### config.mk
export PLATFORM = sky130hd
export DESIGN_NAME = cordic_vector_clocked
export DESIGN_NICKNAME = d
export VERILOG_FILES = /design/src/rtl/cordic_vector_clocked.sv
export SDC_FILE = /design/constraint.sdc
export NUM_CORES = 2
export LEC_CHECK = 0
export ABC_AREA = 1
export CORE_AREA = 4 4 303 305
export CTS_BUF_LIST = sky130_fd_sc_hd__clkbuf_4 sky130_fd_sc_hd__clkbuf_8 sky130_fd_sc_hd__clkbuf_16
export CTS_CLUSTER_SIZE = 10
export DETAILED_ROUTE_END_ITERATION = 16
export DIE_AREA = 0 0 307 309
export PLACE_DENSITY = 0.67
export RECOVER_POWER = 100
export SLEW_MARGIN = 20
export SYNTH_ARGS = -nofsm -noshare
export SYNTH_HDL_FRONTEND = slang
export SYNTH_SLANG_ARGS = --single-unit
### constraint.sdc
create_clock -name clk -period 9.1 [get_ports clk]
set_input_delay 1.82 -clock clk [delete_from_list [all_inputs] [get_ports clk]]
set_output_delay 1.82 -clock clk [all_outputs]
set_load 0.02 [all_outputs]
### src/rtl/cordic_vector_clocked.sv
// rtl/cordic_vector_clocked.sv - iterative vectoring-mode CORDIC: (x, y) -> magnitude, atan2(y, x)
module cordic_vector_clocked #(
    parameter int TERMS = 16,
    parameter int FRAC  = 29
) (
    input  logic        clk,
    input  logic        rst,
    input  logic        in_valid,
    output logic        in_ready,
    input  logic [31:0] x_in,
    input  logic [31:0] y_in,
    output logic        out_valid,
    input  logic        out_ready,
    output logic [31:0] mag_out,
    output logic [31:0] angle_out
);

    // Angle constants are Q2.29 radians; the arctangent table is built for 29 fractional bits.
    localparam logic signed [31:0] HALF_PI  = 32'sd843314857;
    localparam logic signed [31:0] GAIN_INV = 32'sd326016437;
    localparam logic [4:0]         LAST     = 5'(TERMS - 1);

    typedef enum logic [1:0] {
        IDLE,
        ITER,
        SCALE,
        DONE
    } state_t;

    state_t             state;
    logic [4:0]         cnt;
    logic signed [31:0] x;
    logic signed [31:0] y;
    logic signed [31:0] z;
    logic               zero_flag;

    logic signed [31:0] x0;
    logic signed [31:0] y0;
    logic signed [31:0] z0;
    logic signed [31:0] xs;
    logic signed [31:0] ys;
    logic signed [31:0] atan_i;
    logic signed [63:0] prod;
    logic signed [31:0] mag_next;

    // round(atan(2^-i) * 2^29); beyond i=29 the angle rounds to zero.
    function automatic logic signed [31:0] atan_lut(input logic [4:0] idx);
        case (idx)
            5'd0:    atan_lut = 32'sd421657428;
            5'd1:    atan_lut = 32'sd248918915;
            5'd2:    atan_lut = 32'sd131521918;
            5'd3:    atan_lut = 32'sd66762579;
            5'd4:    atan_lut = 32'sd33510843;
            5'd5:    atan_lut = 32'sd16771758;
            5'd6:    atan_lut = 32'sd8387925;
            5'd7:    atan_lut = 32'sd4194219;
            5'd8:    atan_lut = 32'sd2097141;
            5'd9:    atan_lut = 32'sd1048575;
            5'd10:   atan_lut = 32'sd524288;
            5'd11:   atan_lut = 32'sd262144;
            5'd12:   atan_lut = 32'sd131072;
            5'd13:   atan_lut = 32'sd65536;
            5'd14:   atan_lut = 32'sd32768;
            5'd15:   atan_lut = 32'sd16384;
            5'd16:   atan_lut = 32'sd8192;
            5'd17:   atan_lut = 32'sd4096;
            5'd18:   atan_lut = 32'sd2048;
            5'd19:   atan_lut = 32'sd1024;
            5'd20:   atan_lut = 32'sd512;
            5'd21:   atan_lut = 32'sd256;
            5'd22:   atan_lut = 32'sd128;
            5'd23:   atan_lut = 32'sd64;
            5'd24:   atan_lut = 32'sd32;
            5'd25:   atan_lut = 32'sd16;
            5'd26:   atan_lut = 32'sd8;
            5'd27:   atan_lut = 32'sd4;
            5'd28:   atan_lut = 32'sd2;
            5'd29:   atan_lut = 32'sd1;
            default: atan_lut = 32'sd0;
        endcase
    endfunction

    // Fold left-half-plane vectors into the right half plane so the iterations always converge.
    always_comb begin
        x0 = $signed(x_in);
        y0 = $signed(y_in);
        z0 = 32'sd0;
        if (x_in[31]) begin
            if (!y_in[31]) begin
                x0 = $signed(y_in);
                y0 = -$signed(x_in);
                z0 = HALF_PI;
            end else begin
                x0 = -$signed(y_in);
                y0 = $signed(x_in);
                z0 = -HALF_PI;
            end
        end
    end

    // Shifted operands, table angle and gain-compensated magnitude for the current step.
    always_comb begin
        xs       = x >>> cnt;
        ys       = y >>> cnt;
        atan_i   = atan_lut(cnt);
        prod     = 64'(x) * 64'(GAIN_INV);
        mag_next = 32'(prod >>> FRAC);
    end

    // Control FSM and datapath registers; reset aborts any operation in flight.
    always_ff @(posedge clk or posedge rst) begin
        if (rst) begin
            state     <= IDLE;
            cnt       <= 5'd0;
            x         <= 32'sd0;
            y         <= 32'sd0;
            z         <= 32'sd0;
            zero_flag <= 1'b0;
            in_ready  <= 1'b1;
            out_valid <= 1'b0;
            mag_out   <= 32'd0;
            angle_out <= 32'd0;
        end else begin
            case (state)
                IDLE: begin
                    if (in_valid) begin
                        x         <= x0;
                        y         <= y0;
                        z         <= z0;
                        zero_flag <= (x_in == 32'd0) && (y_in == 32'd0);
                        cnt       <= 5'd0;
                        in_ready  <= 1'b0;
                        state     <= ITER;
                    end
                end
                ITER: begin
                    // Drive y toward zero; z accumulates the rotated angle.
                    if (!y[31]) begin
                        x <= x + ys;
                        y <= y - xs;
                        z <= z + atan_i;
                    end else begin
                        x <= x - ys;
                        y <= y + xs;
                        z <= z - atan_i;
                    end
                    if (cnt == LAST) begin
                        cnt   <= 5'd0;
                        state <= SCALE;
                    end else begin
                        cnt <= cnt + 5'd1;
                    end
                end
                SCALE: begin
                    mag_out   <= mag_next;
                    angle_out <= zero_flag ? 32'd0 : z;
                    out_valid <= 1'b1;
                    state     <= DONE;
                end
                DONE: begin
                    if (out_ready) begin
                        out_valid <= 1'b0;
                        in_ready  <= 1'b1;
                        state     <= IDLE;
                    end
                end
                default: state <= IDLE;
            endcase
        end
    end

endmodule

==> reports/qor.yml <==
holdPathEnd: "angle_out[2]"
status: "finished with violations"
synth.distinct_cells: 61
reg2reg_from: "cnt[3]"
fin_tns_setup_ps: 0
slowest_stage: "clkinvlp_2"
critPathLaunchType: "flop"
crit_fanout: 46
path_buf_inv: 7
layout.nets: 6456
syn_avg_cell_area_um2: 7.30
fin_skew_ps: 20.4
synth.area.top_cells: "fa_1, ha_1, dfrtp_1"
dieArea_mm2: 0.0949
synth-seq-cells: 170
diodes: 0
cts_resized: 0
initial_core_util_pct: 44.5
slew_violations: 466
rows: 110
syn2layout_area_growth_pct: 7.12
async_reset_ff_share_pct: 100
hold_violations: 0
r2r_slack_ps: 1230
die-height_um: 309
numCtsBuffers: 17
grt_usage_pct: 30.7
r2r_end: "x[27]"
min-delay-start: "angle_out[2]"
synth_edf_count: 0
drt_wl_total_um: 147000
grt_pass1_wl_um: 221000
io_buffers: 133
vias: 37300
crit_type: "flop to flop"
clock-sinks: 170
antenna_found_initial: 1
cp_data_required_time_ps: 9410
ant_nets: 0
min_path_cells: 2
yosysMostFrequentCell: "inv_1"
netlist_instances: 5450
grt_max_degree: 87
io_pins: 134
cp_top_family: "buffers and inverters"
fmax_mhz: 127
min_path_type: "flop to flop"
grt-ovfl-total: 0
hold_buffers: 0
place_congestion: 1.01
ys.warnings.count: 0
grt_pass1_vias: 36500
drc: 0
ys_seq_area_share_pct: 10.7
min_period_over_period_pct: 86.5
cp.arrival_ps: 8180
netlist_area_mm2: 0.0398
reg2reg_depth: 25
clockBufferDepth: 2
clkLatencyLatePin_ps: 540
synth_area_leader_cell: "fa_1"
synth-main-ff-cell: "dfrtp_1"
core_mm2: 0.0893
synth_top_area_share_pct: 21.8
cp-end-kind: "flop"
ys_top_cells_by_count: "inv_1, nand2_1, ha_1, fa_1, nand3_1"
place_hpwl_um: 124000
critPathMaxStageDelay_ps: 1620
period_minus_slack_ps: 7870
clk_pin_slew_worst_paths_ps: 80
drv_cap: 8
relSlewSlack_pct: -209
postCtsSetupRepairBufs: 0
wire_per_inst_um: 22.0
dr.pass1.iters: 6
syn_nets: 6427
setup_viol: 0
ctsHtreeMaxLevel: 4
viasPerCell: 5.59
crit_top_cell: "nand2_1"
drtIter0Drc: 3127
die_width_um: 307
cts_tree: "yes"
cts-root-buf: "clkbuf_16"
violations: "capacitance limit, slew limit"
drive_gt1_share_pct: 3.08
fillers: 9082
tightest_slew_ps: 4640
rsz0062_at_grt: "false"
## state kept, by name, indices dropped and copies added (netlist names)
signal and cells:
angle_out 32, cnt 5, in_ready 1, mag_out 32, out_valid 1, state 2
x 32, y 32, z 32, zero_flag 1
## cells in the final DEF, fill, tap and decap left out, types with 22 or more instances in the layout
cell             instances
inv_1                 1021
nand2_1                934
ha_1                   476
fa_1                   433
nand3_1                407
a21oi_1                396
nor2_1                 395
o21ai_0                300
dfrtp_1                165
xor2_1                 163
a31oi_1                 81
xnor2_1                 80
dlygate4sd3_1           70
clkdlybuf4s50_1         61
nor3_1                  42
nand4_1                 40
o21bai_1                36
a22oi_1                 33
o221ai_1                28
a21o_1                  26
o211ai_1                22
## area by class of cell
class	count	area, µm²	share of cell area, %
repair buffers	161	1510	3.54
clock buffers	17	425	0.999
flip-flops and latches	170	4260	10.0
multi-input cells	4085	30800	72.4
well taps	1176	1470	3.45
clock inverters	14	175	0.411
inverters	1044	3930	9.22
## kinds of logic after synthesis
group | share of synthesized area, %
multiplexers | 0.0283
adder cells (fa/ha/maj) | 36.8
AO/OA/AOI/OAI | 14.5
AND/OR/NAND/NOR | 20.9
buffers and inverters | 11.7
flip-flops | 10.7
XOR/XNOR | 5.35
## worst reg2reg max path: cells and delay by family, from the launching register on
family,cells,cell delay (ps)
compound gates,7,1830
xor+xnor,1,270
fa+ha+maj,2,510
buf+inv,7,2740
flops,1,330
simple gates,8,1980
## routing by layer
layer / GRT usage (%) / share of wire [%]
met4: 12.2 / 4.5
met5: 0 / 0.0089
met3: 5.16 / 6.3
met1: 40.9 / 43
met2: 50.3 / 46
## metrics by stage
stage / hold WS (ps) / std cells / util (%) / setup slack [ps] / cell area (µm²)
floorplan: 446 / 5450 / - / 1990 / 39800
global placement: 466 / 6636 / 47.1 / 1720 / 42100
detailed placement: 473 / 6636 / 47.1 / 1750 / 42100
CTS: 493 / 6667 / 47.8 / 1700 / 42700
global route: 497 / 6667 / 47.7 / 704 / 42600
finish: 480 / 6667 / 47.7 / 1230 / 42600
## worst max path at each step
stage,from,to,slack (ps),depth (start not counted)
3_3_place_gp,x[15],mag_out[24],1720,25
2_1_floorplan,x[31],mag_out[26],1990,18
6_report,cnt[3],x[27],1230,25
3_5_place_dp,x[15],mag_out[28],1750,23
5_1_grt,state[1],z[19],700,10
4_1_cts,x[15],mag_out[24],1700,25
Power is left out: the tool's default activity adds up to more than one toggle a clock period on the data nets, which glitch-free logic cannot reach.
